`src/rtl/ibex_irq_sync.sv`:
```
// Interrupt front-end: synchronises raw SoC interrupt lines into the core clock domain,
// latches edge-triggered fast interrupts and sequences the NMI request towards the controller.
module ibex_irq_sync #(
    parameter int unsigned SyncStages   = 2,
    parameter logic [14:0] FastEdgeMask = 15'h0000
) (
    input  logic        clk_i,
    input  logic        rst_i,
    input  logic        irq_software_raw_i,
    input  logic        irq_timer_raw_i,
    input  logic        irq_external_raw_i,
    input  logic [14:0] irq_fast_raw_i,
    input  logic        irq_nmi_raw_i,
    input  logic [14:0] irq_fast_clr_i,
    input  logic        nmi_ack_i,
    input  logic        nmi_mode_i,
    output logic        irq_software_o,
    output logic        irq_timer_o,
    output logic        irq_external_o,
    output logic [14:0] irq_fast_o,
    output logic        irq_nmi_o,
    output logic        nmi_lost_o
);

    localparam int unsigned NumLines = 19;

    typedef enum logic [1:0] {
        NMI_IDLE,
        NMI_PEND,
        NMI_ACTIVE
    } nmi_state_e;

    logic [NumLines-1:0]                  raw_all;
    logic [SyncStages-1:0][NumLines-1:0]  sync_q;
    logic [NumLines-1:0]                  sync;
    logic [14:0]                          fast_sync;
    logic [14:0]                          fast_hist_q;
    logic [14:0]                          fast_edge;
    logic [14:0]                          fast_pend_q;
    logic                                 nmi_sync;
    logic                                 nmi_hist_q;
    logic                                 nmi_edge;
    nmi_state_e                           nmi_state_q;
    logic                                 nmi_queued_q;
    logic                                 mode_seen_q;

    // Bit layout shared by every synchroniser stage: {nmi, fast[14:0], external, timer, software}
    assign raw_all = {irq_nmi_raw_i, irq_fast_raw_i, irq_external_raw_i,
                      irq_timer_raw_i, irq_software_raw_i};

    always_ff @(posedge clk_i or posedge rst_i) begin
        if (rst_i) begin
            sync_q <= '0;
        end else begin
            sync_q <= {sync_q[SyncStages-2:0], raw_all};
        end
    end

    assign sync      = sync_q[SyncStages-1];
    assign fast_sync = sync[17:3];
    assign nmi_sync  = sync[18];

    assign irq_software_o = sync[0];
    assign irq_timer_o    = sync[1];
    assign irq_external_o = sync[2];

    assign fast_edge = fast_sync & ~fast_hist_q & FastEdgeMask;
    assign nmi_edge  = nmi_sync & ~nmi_hist_q;

    // A rising edge outranks a clear arriving in the same cycle, so no interrupt is lost
    always_ff @(posedge clk_i or posedge rst_i) begin
        if (rst_i) begin
            fast_hist_q <= '0;
            fast_pend_q <= '0;
            nmi_hist_q  <= 1'b0;
        end else begin
            fast_hist_q <= fast_sync;
            fast_pend_q <= ((fast_pend_q & ~irq_fast_clr_i) | fast_edge) & FastEdgeMask;
            nmi_hist_q  <= nmi_sync;
        end
    end

    assign irq_fast_o = (fast_pend_q & FastEdgeMask) | (fast_sync & ~FastEdgeMask);

    // An edge arriving in the very cycle the handler finishes is folded into the re-request
    always_ff @(posedge clk_i or posedge rst_i) begin
        if (rst_i) begin
            nmi_state_q  <= NMI_IDLE;
            nmi_queued_q <= 1'b0;
            mode_seen_q  <= 1'b0;
            irq_nmi_o    <= 1'b0;
            nmi_lost_o   <= 1'b0;
        end else begin
            nmi_lost_o <= 1'b0;
            case (nmi_state_q)
                NMI_IDLE: begin
                    if (nmi_edge) begin
                        nmi_state_q <= NMI_PEND;
                        irq_nmi_o   <= 1'b1;
                    end
                end
                NMI_PEND: begin
                    if (nmi_ack_i) begin
                        nmi_state_q  <= NMI_ACTIVE;
                        irq_nmi_o    <= 1'b0;
                        nmi_queued_q <= nmi_edge;
                        mode_seen_q  <= 1'b0;
                    end
                end
                NMI_ACTIVE: begin
                    if (mode_seen_q && !nmi_mode_i) begin
                        mode_seen_q  <= 1'b0;
                        nmi_queued_q <= 1'b0;
                        if (nmi_queued_q || nmi_edge) begin
                            nmi_state_q <= NMI_PEND;
                            irq_nmi_o   <= 1'b1;
                        end else begin
                            nmi_state_q <= NMI_IDLE;
                        end
                    end else begin
                        if (nmi_mode_i) begin
                            mode_seen_q <= 1'b1;
                        end
                        if (nmi_edge) begin
                            if (nmi_queued_q) begin
                                nmi_lost_o <= 1'b1;
                            end else begin
                                nmi_queued_q <= 1'b1;
                            end
                        end
                    end
                end
                default: begin
                    nmi_state_q  <= NMI_IDLE;
                    nmi_queued_q <= 1'b0;
                    mode_seen_q  <= 1'b0;
                    irq_nmi_o    <= 1'b0;
                end
            endcase
        end
    end

endmodule
```
`config.mk`:
```
export PLATFORM = sky130hd
export DESIGN_NAME = ibex_irq_sync
export DESIGN_NICKNAME = d
export VERILOG_FILES = /design/src/rtl/ibex_irq_sync.sv
export SDC_FILE = /design/constraint.sdc
export NUM_CORES = 1
export LEC_CHECK = 0
export CAP_MARGIN = 20
export CORE_MARGIN = 3
export CORE_UTILIZATION = 42
export DETAILED_ROUTE_END_ITERATION = 7
export PLACE_DENSITY = 0.83
export RECOVER_POWER = 50
export REMOVE_ABC_BUFFERS = 1
export SKIP_CTS_REPAIR_TIMING = 1
export SLEW_MARGIN = 30
export SYNTH_ARGS = -nofsm -noshare
export SYNTH_HDL_FRONTEND = slang
export SYNTH_SLANG_ARGS = --single-unit
```
`constraint.sdc`:
```
create_clock -name clk_i -period 2.1 [get_ports clk_i]
set_clock_uncertainty 0.2 [all_clocks]
set_input_delay 0.21 -clock clk_i [delete_from_list [all_inputs] [get_ports clk_i]]
set_output_delay 0.21 -clock clk_i [all_outputs]
set_load 0.01 [all_outputs]
```
==> results.json, run 1 <==
{
  "status": "finished, final reports clean",
  "wire_per_inst_um": 12.0,
  "clock_power_share_pct": 26.3,
  "finalMaxSlewViolations": 0,
  "cts_tree": "yes",
  "power_density_nw_per_um2": 992,
  "io_pins": 58,
  "hold_viol": 0,
  "vias": 753,
  "hold_class": "input port to async pin",
  "power_mw": 1.95,
  "syn_to_final_growth_pct": 30.7,
  "timing.rr.start": "nmi_state_q[1]",
  "netSwitchingFraction_pct": 26.6,
  "reg2reg_to": "nmi_queued_q",
  "tightest_slew_ns": 0.739,
  "fin_crit_ns": 1.80,
  "grt_overflow": 0,
  "core-area_um2": 3390,
  "crit_arrival_ns": 1.83,
  "use_met2_pct": 20.0,
  "final_layout_size_suffix_gt1_share_pct": 12.9,
  "drtIter0Drc": 35,
  "yosysSeqAreaShare_pct": 74.9,
  "place_congestion": 0.840,
  "holdWs_ns": 0.127,
  "r2r_cells": 6,
  "final_common_cell": "dfrtp_1",
  "grt_pass1_vias": 814,
  "num_rows": 21,
  "ys_seq_elements": 45,
  "num_antenna_cells": 0,
  "yosysWarnings": 0,
  "syn-instance-count": 95,
  "drc": 0,
  "p_int_mw": 1.43,
  "clockBufferDepth": 2,
  "grt_pass1_wl_um": 3530,
  "vdd.ir_drop.worst_mv": 0.659,
  "clk_pin_slew_worst_paths_ns": 0.13,
  "grt_max_degree": 25,
  "combPwrFrac_pct": 22.0,
  "die_y_um": 65.8,
  "fillers": 275,
  "final_nets": 175,
  "grt_busiest_layer": "met2",
  "antenna_found_initial": 0,
  "port_buffers": 42,
  "clkLatencyLatePin_ns": 0.34,
  "grt_usage_pct": 11.4,
  "fmax_mhz": 557,
  "synth_area_um2": 1500,
  "postRouteAntennaNets": 0,
  "drv_cap": 0,
  "tns_ns": 0,
  "vias_per_cell": 4.23,
  "mostFrequentLayoutCells": "dfrtp_1 (45), clkdlybuf4s50_1 (22), dlygate4sd3_1 (20)",
  "synth_area_per_cell_um2": 15.8,
  "synth.distinct_cells": 18,
  "path_class": "flip-flop to flip-flop",
  "die_x_um": 65.8,
  "initial_core_util_pct": 44.3,
  "cts_root_buf": "clkbuf_4",
  "routed_wl_um": 2140,
  "cts_buffers": 5,
  "regToRegSetupSlack_ns": 0.30,
  "power_leakage_nw": 0.880,
  "startpoint_type": "flip-flop",
  "switchingPower_mw": 0.519,
  "end_kind": "flip-flop",
  "maxSlewHeadroom_pct": 50.4,
  "worstPathRequired_ns": 2.13,
  "rsz0062_at_grt": "no",
  "seq_power_share_pct": 51.6,
  "first_pass_iters": 4,
  "setup_violations": 0,
  "timing.final.crit_share_pct": 85.5,
  "clock-sinks": 45,
  "h-tree-depth": 2,
  "met1_usage_pct": 10.2,
  "cp_max_fo": 5,
  "use_met3_pct": 7.31,
  "die_area_um2": 4330,
  "hpwl_um": 1650
}
## worst max-delay path, cell delays in order, from the launching register on
cell and delay, ns:
dfrtp_1 0.44, inv_1 0.12, ha_1 0.19, inv_1 0.07, o21a_1 0.22, o21ai_0 0.10, mux2_2 0.35
## layout make-up
cell class              count  area [µm²]  share of cell area, %
inverters                   6        22.5                   1.15
flip-flops and latches     45        1130                   57.3
clock inverters             3        43.8                   2.23
clock buffers               5        37.5                   1.91
repair buffers             44         435                   22.2
multi-input cells          29         241                   12.3
well taps                  46        57.6                   2.93
## worst max-delay path by stage
stage	from	to	slack, ns	cells after the start
after floorplan	nmi_state_q[1]	nmi_queued_q	0.46	6
after global placement	nmi_mode_i	nmi_queued_q	0.34	5
after detailed placement	nmi_mode_i	nmi_queued_q	0.30	5
after CTS	nmi_state_q[1]	nmi_queued_q	0.30	6
after global routing	nmi_state_q[0]	nmi_queued_q	0.18	5
final	nmi_state_q[1]	nmi_queued_q	0.30	6
## Yosys cell counts
library cell,count,share of area [%]
dfrtp_1,45,75
a21oi_2,1,0.58
o21a_1,1,0.50
nor2b_4,1,0.92
nand2b_4,1,0.92
inv_1,6,1.5
nor2_1,2,0.50
o22a_1,1,0.58
a21boi_0,1,0.50
o22ai_2,1,0.83
nand2_1,5,1.2
o21ai_0,3,1.0
mux2_2,3,2.2
nand3_1,1,0.33
a21oi_1,1,0.33
a221oi_1,1,0.58
buf_4,15,7.5
ha_1,6,5.0
## registers in the layout, summed over array words and instances, names as in the netlist
signal        cells
nmi_hist_q        1
nmi_state_q       2
sync             19
mode_seen_q       1
sync_q           19
nmi_queued_q      1
nmi_lost_o        1
irq_nmi_o         1
## power groups by stage
stage / registers (mW) / clock network (mW) / logic (mW)
2_1_floorplan: 1.03 / 0 / 0.268
3_3_place_gp: 1.02 / 0 / 0.417
3_5_place_dp: 1.03 / 0 / 0.439
4_1_cts: 1.01 / 0.536 / 0.443
5_1_grt: 1.02 / 0.579 / 0.487
6_report: 1.01 / 0.513 / 0.429
## layer usage
layer  up-vias  routed length [µm]
li1        359                   -
met2        33                1100
met4         0                  12
met3         2                 284
met5         -                   0
met1       359                 747
## stage by stage
step / utilization [%] / instances / setup WS (ns) / instance area, µm²
floorplan: - / 80 / 0.457 / 1390
global placement: 55.6 / 170 / 0.343 / 1880
detailed placement: 55.6 / 170 / 0.303 / 1880
CTS: 58.0 / 178 / 0.296 / 1960
global route: 58.0 / 178 / 0.184 / 1960
finish: 58.0 / 178 / 0.305 / 1960
## kinds of logic (layout without fill, tap and decap cells)
kind of cell    Yosys count  count (layout)  synth area share, %
compound gates           10              10                 4.91
fa+ha+maj                 6               6                 5.00
buf+inv                  21              58                 8.99
flops                    45              45                 74.9
mux                       3               3                 2.25
simple gates             10              10                 3.91
No activity file was read; power rests on OpenSTA's default activity.
==> inputs of run 2 (changes only) <==
==> constraint.sdc (replaced) <==
create_clock -name clk_i -period 1.8 [get_ports clk_i]
set_clock_uncertainty 0.2 [all_clocks]
set_input_delay 0.18 -clock clk_i [delete_from_list [all_inputs] [get_ports clk_i]]
set_output_delay 0.18 -clock clk_i [all_outputs]
set_load 0.01 [all_outputs]
==> run 2 against run 1 <==
  * Register-to-register slack worse by 0.22 ns
  * Flip-flop and latch count stayed put
  * Global-route usage hardly changed
  * Largest cell class unchanged
  * Total power is 9.8% higher
  * Routed wire length is 1.2% lower
  * Count of clock-buffer cells in the layout is 2 higher
  * Highest routed layer unchanged
  * Worst setup slack worse by 0.22 ns
==> results.json, run 2 (same netlist as run 1, synthesis figures left out) <==
{
  "status": "finished, final reports clean",
  "die_x_um": 65.8,
  "fin_util_pct": 57.5,
  "tightest_slew_ns": 1.08,
  "clock-sinks": 45,
  "end_kind": "flip-flop",
  "io_pins": 58,
  "drv_cap": 0,
  "holdWs_ns": 0.159,
  "switchingPower_mw": 0.584,
  "cp-startpoint": "nmi_state_q[0]",
  "path_class": "flip-flop to flip-flop",
  "hold_viol": 0,
  "p_int_mw": 1.56,
  "power_density_nw_per_um2": 1100,
  "grt_max_degree": 24,
  "cts_tree": "yes",
  "num_antenna_cells": 0,
  "maxSlewHeadroom_pct": 28.1,
  "regToRegSetupSlack_ns": 0.08,
  "use_met3_pct": 6.80,
  "num_rows": 21,
  "fmax_mhz": 583,
  "cts_buffers": 5,
  "setup_violations": 0,
  "cp_max_fo": 5,
  "cp_common_cell": "inv_1",
  "port_buffers": 42,
  "cts_root_buf": "clkbuf_4",
  "grt_usage_pct": 11.4,
  "wire_per_inst_um": 11.8,
  "clockBufferDepth": 2,
  "netSwitchingFraction_pct": 27.3,
  "fin_crit_ns": 1.72,
  "drtIter0Drc": 46,
  "vdd.ir_drop.worst_mv": 0.640,
  "reg2reg_to": "nmi_state_q[0]",
  "cp_slowest_cell": "dfrtp_2",
  "antenna_found_initial": 0,
  "r2r_cells": 6,
  "routed_wl_um": 2120,
  "rsz0062_at_grt": "no",
  "place_ws_ns": 0.0226,
  "vias_per_cell": 4.33,
  "crit_end": "nmi_state_q[0]",
  "postRouteAntennaNets": 0,
  "place_congestion": 0.778,
  "final_common_cell": "dfrtp_1",
  "initial_core_util_pct": 44.3,
  "timing.final.crit_share_pct": 95.3,
  "h-tree-depth": 2,
  "clkLatencyLatePin_ns": 0.33,
  "path_cells": "inv_1, ha_1, inv_1, o22ai_2, a21oi_2, mux2_2",
  "first_pass_iters": 4,
  "finalMaxSlewViolations": 0,
  "grt_pass1_vias": 846,
  "use_met2_pct": 18.8,
  "grt_pass1_wl_um": 3640,
  "final_nets": 177,
  "drc": 0,
  "combPwrFrac_pct": 25.0,
  "die_y_um": 65.8,
  "core-area_um2": 3390,
  "die_area_um2": 4330,
  "clk_pin_slew_worst_paths_ns": 0.11,
  "cpPeakStageDelay_ns": 0.42,
  "clock_power_share_pct": 20.1,
  "mostFrequentLayoutCells": "dfrtp_1 (44), clkdlybuf4s50_1 (22), dlygate4sd3_1 (20)",
  "hpwl_um": 1620,
  "grt_busiest_layer": "met2",
  "final_layout_size_suffix_gt1_share_pct": 14.2,
  "crit_arrival_ns": 1.74,
  "seq_power_share_pct": 54.9,
  "syn_to_final_growth_pct": 29.6,
  "worstPathRequired_ns": 1.82,
  "worst_slack_ns": 0.0842,
  "startpoint_type": "flip-flop",
  "power_leakage_nw": 0.863,
  "hold_class": "flip-flop to flip-flop",
  "met1_usage_pct": 12.1,
  "timing.rr.start": "nmi_state_q[0]",
  "grt_overflow": 0,
  "vias": 780,
  "tns_ns": 0
}
run 2: layout make-up:
class | count | area, µm²
flip-flops and latches | 45 | 1130
clock inverters | 1 | 7.51
well taps | 46 | 57.6
multi-input cells | 29 | 244
fillers | 257 | 1440
inverters | 6 | 22.5
clock buffers | 7 | 45.0
repair buffers | 46 | 444
run 2: through the flow:
step | area (µm²) | instances | total power, mW
after floorplan | 1390 | 80 | 1.51
after detailed placement | 1880 | 170 | 1.71
after CTS | 1940 | 178 | 2.15
after global routing | 1950 | 180 | 2.30
after global placement | 1880 | 170 | 1.67
final | 1950 | 180 | 2.14
run 2: worst min-delay path by stage:
stage	slack, ns	from	cells after the start	end
after floorplan	0.01	irq_software_raw_i	0	sync_q[0]
after global placement	0.13	sync_q[8]	0	sync[8]
after detailed placement	0.14	sync_q[8]	0	sync[8]
after CTS	-0.02	rst_i	3	sync_q[13]
after global routing	0.16	irq_software_raw_i	1	sync_q[0]
final	0.16	sync_q[14]	0	sync[14]
run 2: worst max-delay path, delay by kind of cell (launching register included):
family          cells  cell delay, ns
compound gates      2            0.24
flops               1            0.42
buf+inv             2            0.19
fa+ha+maj           1            0.21
mux                 1            0.35
run 2: metal layers:
metal / wire [µm] / vias to the layer above
li1: - / 364
met1: 764 / 375
met2: 1060 / 37
met3: 265 / 4
met4: 31 / 0
met5: 0 / -
run 2: power by group through the flow:
stage               Sequential (mW)  Combinational, mW  Clock (mW)
CTS                            1.18              0.512       0.461
finish                         1.17              0.536       0.430
global route                   1.19              0.602       0.507
detailed placement             1.20              0.511           0
global placement               1.19              0.488           0
floorplan                      1.20              0.313           0
==> inputs of run 3 (changes only) <==
--- a/config.mk
+++ b/config.mk
@@ -6,10 +6,11 @@
 export NUM_CORES = 1
 export LEC_CHECK = 0
 export CAP_MARGIN = 20
+export CORE_ASPECT_RATIO = 0.5
 export CORE_MARGIN = 3
 export CORE_UTILIZATION = 42
 export DETAILED_ROUTE_END_ITERATION = 7
-export PLACE_DENSITY = 0.83
+export PLACE_DENSITY = 0.79
 export RECOVER_POWER = 50
 export REMOVE_ABC_BUFFERS = 1
 export SKIP_CTS_REPAIR_TIMING = 1
==> run 3 against run 2 <==
  * Routed wire length fell by 0.38%
  * Register-to-register slack improved by 0.02 ns
  * Fmax rose by 1.0%
  * Final cell count rose by 1.1%
  * Worst setup slack improved by 0.017 ns
  * Critical endpoint is now nmi_queued_q
  * Global-route usage fell by 0.81 points
  * Die area rose by 1.0%
  * Hold slack got worse by 0.010 ns
==> results.json, run 3 (same netlist as run 1, synthesis figures left out) <==
{
  "cts_tree": "yes",
  "clock-sinks": 45,
  "rsz0062_at_grt": "no",
  "timing.final.crit_share_pct": 94.4,
  "core-area_um2": 3210,
  "cp_max_fo": 4,
  "hold_class": "flip-flop to flip-flop",
  "grt_busiest_layer": "met2",
  "grt_pass1_wl_um": 3330,
  "cp_common_cell": "inv_1",
  "clk_pin_slew_worst_paths_ns": 0.08,
  "vdd.ir_drop.worst_mv": 0.758,
  "die_x_um": 90.6,
  "num_rows": 14,
  "clock_power_share_pct": 33.3,
  "fmax_mhz": 589,
  "cp_slowest_cell": "dfrtp_1",
  "hpwl_um": 1570,
  "die_area_um2": 4380,
  "finalMaxSlewViolations": 0,
  "p_int_mw": 1.96,
  "drv_cap": 0,
  "drtIter0Drc": 23,
  "num_antenna_cells": 0,
  "final_common_cell": "dfrtp_1",
  "status": "finished, final reports clean",
  "vias_per_cell": 4.06,
  "grt_max_degree": 46,
  "crit_arrival_ns": 1.67,
  "mostFrequentLayoutCells": "dfrtp_1 (45), clkdlybuf4s50_1 (22), dlygate4sd3_1 (20)",
  "path_class": "flip-flop to flip-flop",
  "path_delay_family": "flip-flops",
  "critPathBufInv": 2,
  "final_layout_size_suffix_gt1_share_pct": 14.2,
  "first_pass_iters": 4,
  "routed_wl_um": 2110,
  "seq_power_share_pct": 45.2,
  "io_pins": 58,
  "path_cells": "inv_1, ha_1, inv_1, o21a_1, o21ai_0, mux2_2",
  "tightest_slew_ns": 1.02,
  "fillers": 224,
  "end_kind": "flip-flop",
  "die_y_um": 48.3,
  "grt_overflow": 0,
  "tns_ns": 0,
  "startpoint_type": "flip-flop",
  "fin_crit_ns": 1.70,
  "vias": 739,
  "hold_viol": 0,
  "antenna_found_initial": 0,
  "wire_per_inst_um": 11.6,
  "setup_violations": 0,
  "combPwrFrac_pct": 21.5,
  "port_buffers": 42,
  "power_density_nw_per_um2": 1260,
  "use_met3_pct": 4.01,
  "grt_pass1_vias": 751,
  "cpPeakStageDelay_ns": 0.38,
  "clkLatencyLatePin_ns": 0.28,
  "final_nets": 177,
  "clockBufferDepth": 2,
  "postRouteAntennaNets": 0,
  "cts_root_buf": "clkbuf_8",
  "place_ws_ns": 0.0363,
  "use_met2_pct": 19.7,
  "met1_usage_pct": 10.5,
  "switchingPower_mw": 0.606,
  "syn_to_final_growth_pct": 35.2,
  "cts_buffers": 5,
  "initial_core_util_pct": 46.9,
  "netSwitchingFraction_pct": 23.7,
  "worst_slack_ns": 0.102,
  "h-tree-depth": 2,
  "grt_usage_pct": 10.6,
  "holdWs_ns": 0.149,
  "drc": 0,
  "fin_util_pct": 63.4,
  "worstPathRequired_ns": 1.78,
  "power_leakage_nw": 0.912,
  "place_congestion": 0.682,
  "maxSlewHeadroom_pct": 31.8
}
[run 3: changes by cell type in the layout (fill, tap and decap cells not counted), sizes merged]
cell | previous run | this run
clkinvlp | 1 | 0
clkbuf | 9 | 6
clkinv | 1 | 2
buf | 2 | 3
bufinv | 0 | 2
[run 3: metrics by stage]
step                total power, mW  cell area, µm²  std cells
global route                   2.71            2030        182
detailed placement             1.71            1890        171
finish                         2.56            2030        182
floorplan                      1.51            1390         80
CTS                            2.57            2020        179
global placement               1.68            1890        171
[run 3: power by group through the flow]
stage | combinational, mW | sequential [mW] | clock (mW)
after CTS | 0.516 | 1.17 | 0.882
after detailed placement | 0.514 | 1.19 | 0
final | 0.550 | 1.16 | 0.854
after global routing | 0.618 | 1.17 | 0.925
after floorplan | 0.313 | 1.20 | 0
after global placement | 0.492 | 1.19 | 0
[run 3: path summary, 6_finish.rpt]
check / startpoint / cells after the start / end / slack (ns)
worst max-delay path: nmi_state_q[1] / 6 / nmi_queued_q / 0.10
worst min-delay path: sync_q[9] / 0 / sync[9] / 0.15
worst max register to register: nmi_state_q[1] / 6 / nmi_queued_q / 0.10
worst min register to register: sync_q[9] / 0 / sync[9] / 0.15
max in group asynchronous: rst_i / 3 / sync[14] / 0.33
min in group asynchronous: rst_i / 3 / nmi_state_q[1] / 0.45
[run 3: layout make-up]
class                   instances  area, µm²  share of cell area (%)
flip-flops and latches         45       1130                    55.4
well taps                      48       60.1                    2.96
inverters                       6       22.5                    1.11
clock buffers                   5       68.8                    3.39
multi-input cells              29        241                    11.9
repair buffers                 46        448                    22.0
clock inverters                 3       65.1                    3.20
[run 3: per-layer routing]
metal	vias up	routed length, µm	part of all wire [%]
met4	0	46	2.2
met3	5	91	4.3
li1	362	-	-
met5	-	0	0
met1	357	810	38
met2	15	1160	55
